<file path="src/rtl/space_invaders_pkg.sv">
// Shared constants for the space_invaders button front end.
// Cycle defaults derive from the 100 MHz system clock.
package space_invaders_pkg;

    localparam int unsigned CLK_HZ        = 100_000_000;
    localparam int unsigned DEBOUNCE_10MS = CLK_HZ / 100;
    localparam int unsigned HOLD_300MS    = (CLK_HZ / 1000) * 300;
    localparam int unsigned REPEAT_100MS  = CLK_HZ / 10;

    localparam logic [1:0] ST_IDLE   = 2'd0;
    localparam logic [1:0] ST_HOLD   = 2'd1;
    localparam logic [1:0] ST_REPEAT = 2'd2;

    function automatic int unsigned max2(
        input int unsigned a,
        input int unsigned b
    );
        return (a > b) ? a : b;
    endfunction

endpackage

</file>
<file path="src/rtl/btn_channel.sv">
// One button channel: 2-flop sync, debounce, edge pulses and
// an optional hold/repeat fire FSM.
module btn_channel
    import space_invaders_pkg::*;
#(
    parameter int unsigned DEBOUNCE_CYCLES      = DEBOUNCE_10MS,
    parameter int unsigned HOLD_DELAY_CYCLES    = HOLD_300MS,
    parameter int unsigned REPEAT_PERIOD_CYCLES = REPEAT_100MS,
    parameter bit          REPEAT_EN            = 1'b0
) (
    input  logic clk,
    input  logic rst,
    input  logic raw,
    output logic level,
    output logic press,
    output logic rel,
    output logic fire
);

    localparam int unsigned DW = $clog2(DEBOUNCE_CYCLES + 1);
    localparam int unsigned RW =
        $clog2(max2(HOLD_DELAY_CYCLES, REPEAT_PERIOD_CYCLES) + 1);

    localparam logic [DW-1:0] DB_LAST   = DW'(DEBOUNCE_CYCLES - 1);
    localparam logic [RW-1:0] HOLD_LAST = RW'(HOLD_DELAY_CYCLES - 1);
    localparam logic [RW-1:0] RPT_LAST  = RW'(REPEAT_PERIOD_CYCLES - 1);

    logic          s1;
    logic          s2;
    logic [DW-1:0] db_cnt;
    logic [RW-1:0] rp_cnt;
    logic [1:0]    state;
    logic          flip;
    logic          rise;
    logic          fall;

    assign flip = (s2 != level) && (db_cnt == DB_LAST);
    assign rise = flip & s2;
    assign fall = flip & ~s2;

    always_ff @(posedge clk) begin
        if (rst) begin
            s1     <= 1'b0;
            s2     <= 1'b0;
            level  <= 1'b0;
            db_cnt <= '0;
            rp_cnt <= '0;
            state  <= ST_IDLE;
            press  <= 1'b0;
            rel    <= 1'b0;
            fire   <= 1'b0;
        end else begin
            s1 <= raw;
            s2 <= s1;

            // any sample matching the level restarts the debounce count
            if (s2 == level || flip) db_cnt <= '0;
            else                     db_cnt <= db_cnt + 1'b1;

            if (flip) level <= s2;

            press <= rise;
            rel   <= fall;
            fire  <= rise;

            if (fall) begin
                state  <= ST_IDLE;
                rp_cnt <= '0;
            end else begin
                case (state)
                    ST_IDLE: begin
                        if (rise && REPEAT_EN) begin
                            state  <= ST_HOLD;
                            rp_cnt <= '0;
                        end
                    end
                    ST_HOLD: begin
                        if (rp_cnt == HOLD_LAST) begin
                            fire   <= 1'b1;
                            state  <= ST_REPEAT;
                            rp_cnt <= '0;
                        end else begin
                            rp_cnt <= rp_cnt + 1'b1;
                        end
                    end
                    ST_REPEAT: begin
                        if (rp_cnt == RPT_LAST) begin
                            fire   <= 1'b1;
                            rp_cnt <= '0;
                        end else begin
                            rp_cnt <= rp_cnt + 1'b1;
                        end
                    end
                    default: begin
                        state  <= ST_IDLE;
                        rp_cnt <= '0;
                    end
                endcase
            end
        end
    end

endmodule

</file>
<file path="src/rtl/btn_conditioner.sv">
// Game push-button front end: NUM_BTNS independent channels
// producing level, press/release pulses and fire strobes.
module btn_conditioner
    import space_invaders_pkg::*;
#(
    parameter int unsigned         NUM_BTNS             = 4,
    parameter int unsigned         DEBOUNCE_CYCLES      = DEBOUNCE_10MS,
    parameter logic [NUM_BTNS-1:0] REPEAT_MASK          = NUM_BTNS'(4'b0011),
    parameter int unsigned         HOLD_DELAY_CYCLES    = HOLD_300MS,
    parameter int unsigned         REPEAT_PERIOD_CYCLES = REPEAT_100MS
) (
    input  logic                clk,
    input  logic                rst,
    input  logic [NUM_BTNS-1:0] btn_raw,
    output logic [NUM_BTNS-1:0] btn_level,
    output logic [NUM_BTNS-1:0] btn_press,
    output logic [NUM_BTNS-1:0] btn_release,
    output logic [NUM_BTNS-1:0] btn_fire
);

    for (genvar i = 0; i < NUM_BTNS; i++) begin : g_ch
        btn_channel #(
            .DEBOUNCE_CYCLES      (DEBOUNCE_CYCLES),
            .HOLD_DELAY_CYCLES    (HOLD_DELAY_CYCLES),
            .REPEAT_PERIOD_CYCLES (REPEAT_PERIOD_CYCLES),
            .REPEAT_EN            (REPEAT_MASK[i])
        ) u_ch (
            .clk   (clk),
            .rst   (rst),
            .raw   (btn_raw[i]),
            .level (btn_level[i]),
            .press (btn_press[i]),
            .rel   (btn_release[i]),
            .fire  (btn_fire[i])
        );
    end

endmodule

</file>
<file path="config.mk">
export PLATFORM = sky130hd
export DESIGN_NAME = btn_conditioner
export DESIGN_NICKNAME = d
export VERILOG_FILES = /design/src/rtl/space_invaders_pkg.sv /design/src/rtl/btn_channel.sv /design/src/rtl/btn_conditioner.sv
export SDC_FILE = /design/constraint.sdc
export NUM_CORES = 1
export LEC_CHECK = 0
export ABC_CLOCK_PERIOD_IN_PS = 2450
export CORE_ASPECT_RATIO = 0.5
export CORE_MARGIN = 2
export CORE_UTILIZATION = 56
export DETAILED_ROUTE_END_ITERATION = 6
export PLACE_DENSITY = 0.82
export SYNTH_ARGS = -nofsm -noshare
export SYNTH_HDL_FRONTEND = slang
export SYNTH_SLANG_ARGS = --single-unit
</file>
<file path="constraint.sdc">
create_clock -name clk -period 2.45 [get_ports clk]
set_input_delay 0.6125 -clock clk [delete_from_list [all_inputs] [get_ports clk]]
set_output_delay 0.6125 -clock clk [all_outputs]
set_load 0.02 [all_outputs]
</file>
# Word level (Yosys, flattened, before mapping)
# Index checks and enable logic that the tools add are counted.
# op_classes
bitwise_logic,16
mux,40
reduce_logical,26
eq_ne,34
addsub,8
# op_table
cell,count
one-hot mux 25 bit (3 select lines),4
two-way mux 25 bit,10
"adder 25 x 1 -> 25 bit, second input constant",4
"== test 25 x 24 -> 1 bit, second input constant",4
"== test 25 bit, second input constant",4
"adder 20 x 1 -> 20 bit, second input constant",4
"== test 20 bit, second input constant",4
OR reduction 2 bit,10
two-way mux 1 bit,12
two-way mux 2 bit,6
"!= test 2 x 1 -> 1 bit, second input constant",6
one-hot mux 2 bit (3 select lines),2
AND 1 bit,8
"== test 2 x 1 -> 1 bit, second input constant",4
"== test 2 bit, second input constant",4
zero test 2 bit,4
NOT 1 bit,8
one-hot mux 1 bit (2 select lines),4
one-hot mux 2 bit (2 select lines),2
AND reduction 3 bit,2
== test 1 bit,4
logical AND 1 bit,4
logical OR 1 bit,4
!= test 1 bit,4
AND reduction 2 bit,2
# word_totals
ff_bits,212
word_cells,160
out_inout_bits,16

# Depth between registers and ports, before layout
# depth
word_depth,6
mapped_depth,9

# By module
# A second synthesis with hierarchy kept.
# hier_totals
hier_cells,868
area_unflattened_um2,7748.7
# by_module_without_submodules
module,instances,area_each_um2,cells_each
btn_channel at g_ch[0].u_ch,1,2791.4,315
btn_channel at g_ch[1].u_ch,1,2701.3,315
btn_channel at g_ch[2].u_ch,1,1157.4,121
btn_channel at g_ch[3].u_ch,1,1098.6,117

# Worst setup path before layout
# No wires, ideal clock.
# synth_path
kind,register to register
startpoint,register g_ch[0].u_ch.rp_cnt[7]
endpoint,register g_ch[0].u_ch.rp_cnt[18]
required_time_ns,2.324
t_arrival_ns,2.444
path_slack_ns,-0.120
period_less_slack_ns,2.570
n_path_buf,1
stages_incl_launch_ff,8
path_cell_list,dfxtp_1 > or4b_2 > or4_1 > o21a_1 > o21a_1 > buf_2 > o21ai_0 > nor2_1
# synth_via
elab_chain_len,3
# synth_lines
element,line_no,source
"start, declared",btn_channel.sv:31,logic [RW-1:0] rp_cnt;
"start signal, assigned",btn_channel.sv:83,rp_cnt <= rp_cnt + 1'b1;
"start signal, assigned",btn_channel.sv:91,rp_cnt <= rp_cnt + 1'b1;
adder 25 x 1 -> 25 bit (tied with other cells),"btn_channel.sv:83, btn_channel.sv:91",
"two-way mux 25 bit, on equally long branches","btn_channel.sv:87, btn_channel.sv:78",
one-hot mux 25 bit (3 select lines) (*),btn_channel.sv:70,case (state)
# Every way passes the cells marked *; elsewhere a longest branch is shown, timed or not.
# A chain may end at the register's enable or synchronous reset.

# Worst setup path after layout
# layout_path
startpoint,register g_ch[1].u_ch.db_cnt[8]
endpoint,register g_ch[1].u_ch.rp_cnt[24]
# layout_via
elab_chain_len,4
# layout_lines
element,line_no,source
"start, declared",btn_channel.sv:30,logic [DW-1:0] db_cnt;
"start signal, assigned",btn_channel.sv:58,else db_cnt <= db_cnt + 1'b1;
== test 20 bit (*),btn_channel.sv:37,assign flip = (s2 != level) && (db_cnt == DB_LAST);
logical AND 1 bit (*),btn_channel.sv:37,
"AND 1 bit, on equally long branches","btn_channel.sv:38, btn_channel.sv:39",
!= test 2 x 1 -> 1 bit (no source line) / OR reduction 2 bit (equally long branches),-,
"end signal, assigned",btn_channel.sv:83,
"end signal, assigned",btn_channel.sv:91,
"end, declared",btn_channel.sv:31,
# Marked as above.

==> flow_summary.rst <==
.. list-table::
   :header-rows: 1

   * - Metric
     - Value
   * - Outcome
     - complete, but fails checks
   * - Violations in the final reports
     - negative setup slack
   * - Clock tree from TritonCTS
     - done
   * - Portion of total power attributed to combinational logic
     - 2.4%
   * - Total global routing overflow
     - 0
   * - Slowest Stage Delay on Critical Path
     - 0.54 ns
   * - Largest net degree at the start of global routing
     - 24
   * - Pins over their slew limit
     - 0
   * - R2R depth
     - 9
   * - Synth Area per Inst
     - 8.512 µm²
   * - Top cells by area, synth
     - sky130_fd_sc_hd__dfxtp_1 42%, sky130_fd_sc_hd__nor2_1 5.7%, sky130_fd_sc_hd__xor2_1 5.3%, sky130_fd_sc_hd__nand3_1 4.3%, sky130_fd_sc_hd__nand2_1 3.6%
   * - Number of inserted diodes
     - 0
   * - Placed cell area
     - 8068 µm²
   * - Post-placement setup slack
     - -0.2228 ns
   * - Count of vias placed by the detailed router
     - 6796
   * - Router iterations before antenna repair
     - 5
   * - Clock insertion delay at the later pin of the skew report
     - 0.43 ns
   * - Die outline width
     - 166.5 µm
   * - Final nets
     - 953
   * - DRC violations left
     - 0
   * - Post-route antenna net violation count
     - 0
   * - Pwr/cell area
     - 633.0 nW/µm²
   * - Hold path cells
     - 1
   * - Compound-gate portion of the synthesized area
     - 11.47%
   * - Dominant combinational cell family by area after synthesis
     - simple AND/OR/NAND/NOR gates
   * - Startpoint class of the critical path
     - flip-flop
   * - Max-cap violations
     - 0
   * - Final hold violation count
     - 0
   * - Count of flip-flops with a built-in enable after synthesis
     - 0
   * - Final total power
     - 5.746 mW
   * - Adder-Cell Fraction of Synth Area
     - 2.030%
   * - Share of final-layout standard cells stronger than drive strength 1
     - 15.95%
   * - Global-route usage over all layers
     - 24.78%
   * - Average wire per standard cell
     - 16.87 µm
   * - Area growth from synthesis to layout
     - 22.72%
   * - Routed wire length
     - 18.85 mm
   * - Net switching power figure
     - 1.137 mW
   * - Core Area
     - 12770 µm²
   * - Area share of and/or/nand/nor cells after synthesis
     - 30.33%
   * - Die ar.
     - 14200 µm²
   * - Sequential share of the synthesized area
     - 42.22%
   * - Overall die height
     - 85.27 µm
   * - Arrival time worst endpoint
     - 2.93 ns
   * - Slew at the pin closest to its max-slew limit
     - 0.8112 ns
   * - Total number of placement rows
     - 29
   * - Library cell appearing most often on the critical path
     - sky130_fd_sc_hd__buf_6
   * - Setup repair after global routing missed its margin
     - true
   * - Cell type with the highest aggregate area in the netlist
     - sky130_fd_sc_hd__dfxtp_1
   * - Synth cell count leaders
     - 156 x sky130_fd_sc_hd__dfxtp_1, 113 x sky130_fd_sc_hd__nor2_1, 71 x sky130_fd_sc_hd__nand2_1
   * - Type of the tightest min-delay check
     - flip-flop to flip-flop
   * - Most used flip-flop cell after synthesis
     - sky130_fd_sc_hd__dfxtp_1
   * - CTS max path bufs
     - 2
   * - Multiplexer fraction of the synthesized cell area
     - 0.9641%
   * - Skew final
     - 0.01133 ns
   * - Vias in the first global route
     - 6305
   * - Leak Pwr
     - 3.089 nW
   * - IO Count
     - 22
   * - Slowest CP cell
     - sky130_fd_sc_hd__or4b_4
   * - Portion of the clock cycle consumed by the worst path in the final layout
     - 106.9%
   * - Number of fill cells
     - 856
   * - Post-Syn Nets
     - 887
   * - Max Fanout on Critical Path
     - 8
   * - Relative max-transition margin
     - 45.42%
   * - Dominant cell by count in the synthesized netlist
     - sky130_fd_sc_hd__dfxtp_1
   * - Post-synth top area share
     - 42.22%
   * - Required time of the worst setup path
     - 2.76 ns
   * - Synth async-reset ratio
     - 0%
   * - Final setup slack of the worst path
     - -0.1689 ns
   * - Wire length of the first global-routing pass
     - 28.84 mm
   * - Yosys Warn Count
     - 0
   * - TritonCTS Buffers
     - 17
   * - Power share of the clock group
     - 53.2%
   * - Cell Count Post-Placement
     - 1072
   * - Via-to-Cell Ratio
     - 6.084
   * - Design internal power
     - 4.609 mW
   * - Register bit count reported by yosys
     - 156
   * - Cell at the root of the clock tree
     - sky130_fd_sc_hd__clkbuf_16
   * - Endpoints failing setup
     - 31
   * - Final estimated routing congestion in global placement
     - 0.8523
   * - Kind of capture point of the worst setup path
     - flip-flop
   * - Netlist area before placement
     - 7397 µm²
   * - Type of the worst setup path
     - flip-flop to flip-flop
   * - Fmax achieved
     - 0.3818 GHz
   * - Unique masters post-synth
     - 59
   * - I/O Buffers
     - 21
   * - Sequential fraction of design power
     - 44.4%
   * - Number of antenna violations at the first check in global routing
     - 0
   * - Count of mapped cells out of synthesis
     - 869
   * - Hpwl dp
     - 10.90 mm
   * - Initial standard-cell utilization of the core
     - 57.92%
   * - Xor and xnor area share after synthesis
     - 8.643%
   * - Final Instance Area
     - 9077 µm²
   * - Number of cells in the finished layout apart from fillers
     - 1117
   * - Sw frac
     - 19.79%
   * - Number of DRC violations after detailed-routing iteration 0
     - 799
   * - Critical Path, Cell by Cell
     - or4b_4, or4_4, buf_6, o31ai_4, buf_4, a211oi_4, buf_6, a31oi_1, o31ai_1
   * - Depth of the CTS H-tree
     - 4
   * - Util after Layout
     - 71.07%
   * - Clock edge transition at the registers on the reported setup and hold paths
     - 0.06 ns
   * - Minimum period implied by the final worst setup slack
     - 2.619 ns
   * - Num Clock Sinks
     - 156
   * - Maximum resistive drop on vdd
     - 448.8 µV
[kinds of logic after synthesis]
logic type	Yosys count
and+or+nand+nor	431
DFF	156
adders and majority gates	12
buffers and inverters	68
muxes	7
xor gates and xnor gates	73
AOI/OAI and AO/OA	122
[registers in the layout, indices dropped and copies added (netlist names)]
register and cells:
g_ch.u_ch.db_cnt 80, g_ch.u_ch.fire 3, g_ch.u_ch.level 4, g_ch.u_ch.press 3, g_ch.u_ch.rel 4, g_ch.u_ch.rp_cnt 50, g_ch.u_ch.s1 4, g_ch.u_ch.s2 4
g_ch.u_ch.state 4
[timing repair]
action / in CTS / in global routing
cloned: 0 / 2
buffers inserted: 1 / 11
resized for setup: 6 / 56
pin swaps: 4 / 16
setup endpoints to repair: 41 / 43
hold buffers: 0 / 0
[final cells by class]
type | instances | area [µm²] | area share (%)
Clock buffer | 20 | 436.7 | 4.810
Clock inverter | 11 | 240.2 | 2.646
Inverter | 23 | 86.33 | 0.9511
Multi-Input combinational cell | 645 | 4175 | 46.00
Sequential cell | 156 | 3131 | 34.49
Tap cell | 170 | 212.7 | 2.343
Timing Repair Buffer | 92 | 795.8 | 8.766
[worst max-delay path: cells and delay by family, from the launching register on]
kind                   cells  cell delay [ns]
AND/OR/NAND/NOR            2             1.07
AO/OA/AOI/OAI              4             0.61
buffers and inverters      3             0.51
flip-flops                 1             0.32
[per-layer routing]
layer  share of wire, %  global-route usage, %
met1                 42                  29.39
met2                 50                  44.03
met3                5.3                  5.037
met4                3.1                  11.29
met5                  0                      0
[placed cells by master, fill, tap and decap left out, drive strengths merged, types with 4 or more instances in the layout]
| cell | count |
|---|---|
| buf | 71 |
| and3 | 29 |
| nor2 | 113 |
| bufinv | 7 |
| and4 | 7 |
| mux2i | 6 |
| dfxtp | 156 |
| clkdlybuf4s50 | 21 |
| o31ai | 18 |
| xnor2 | 28 |
| nor3 | 25 |
| nand2b | 8 |
| and2 | 9 |
| o21a | 7 |
| o21ai | 21 |
| ha | 12 |
| clkbuf | 20 |
| a31oi | 8 |
| nor2b | 17 |
| nor3b | 6 |
| or4b | 4 |
| o41ai | 5 |
| inv | 24 |
| or3 | 10 |
| nand3 | 63 |
| nor4bb | 4 |
| nand4b | 4 |
| a22o | 5 |
| nand4 | 28 |
| nand2 | 72 |
| or4 | 10 |
| nor4 | 9 |
| nand3b | 4 |
| a21oi | 18 |
| a22oi | 18 |
| xor2 | 45 |
[worst paths after layout]
kind                                                        start                                   end  slack, ns
worst max register to register  g_ch[1].u_ch.db_cnt[8]$_SDFF_PP0_  g_ch[1].u_ch.rp_cnt[24]$_SDFFE_PP0P_      -0.17
worst max-delay path            g_ch[1].u_ch.db_cnt[8]$_SDFF_PP0_  g_ch[1].u_ch.rp_cnt[24]$_SDFFE_PP0P_      -0.17
worst min-delay path                   g_ch[3].u_ch.s1$_SDFF_PP0_            g_ch[3].u_ch.s2$_SDFF_PP0_       0.44
worst min register to register         g_ch[3].u_ch.s1$_SDFF_PP0_            g_ch[3].u_ch.s2$_SDFF_PP0_       0.44
[through the flow]
stage | hold slack (ns) | setup TNS (ns)
2_1_floorplan | 0.4138 | -0.006450
6_report | 0.4385 | -2.386
3_3_place_gp | 0.4187 | -2.246
4_1_cts | 0.4399 | -0.2465
3_5_place_dp | 0.4248 | -4.844
5_1_grt | 0.4719 | -3.983
[power groups by stage]
stage	clock, mW	combinational, mW	sequential [mW]
after floorplan	0	0.0666	2.61
after global placement	0	0.103	2.61
after detailed placement	0	0.107	2.61
after CTS	3.07	0.110	2.55
after global routing	3.15	0.146	2.55
final	3.06	0.137	2.55
No activity file was read; power rests on OpenSTA's default activity.
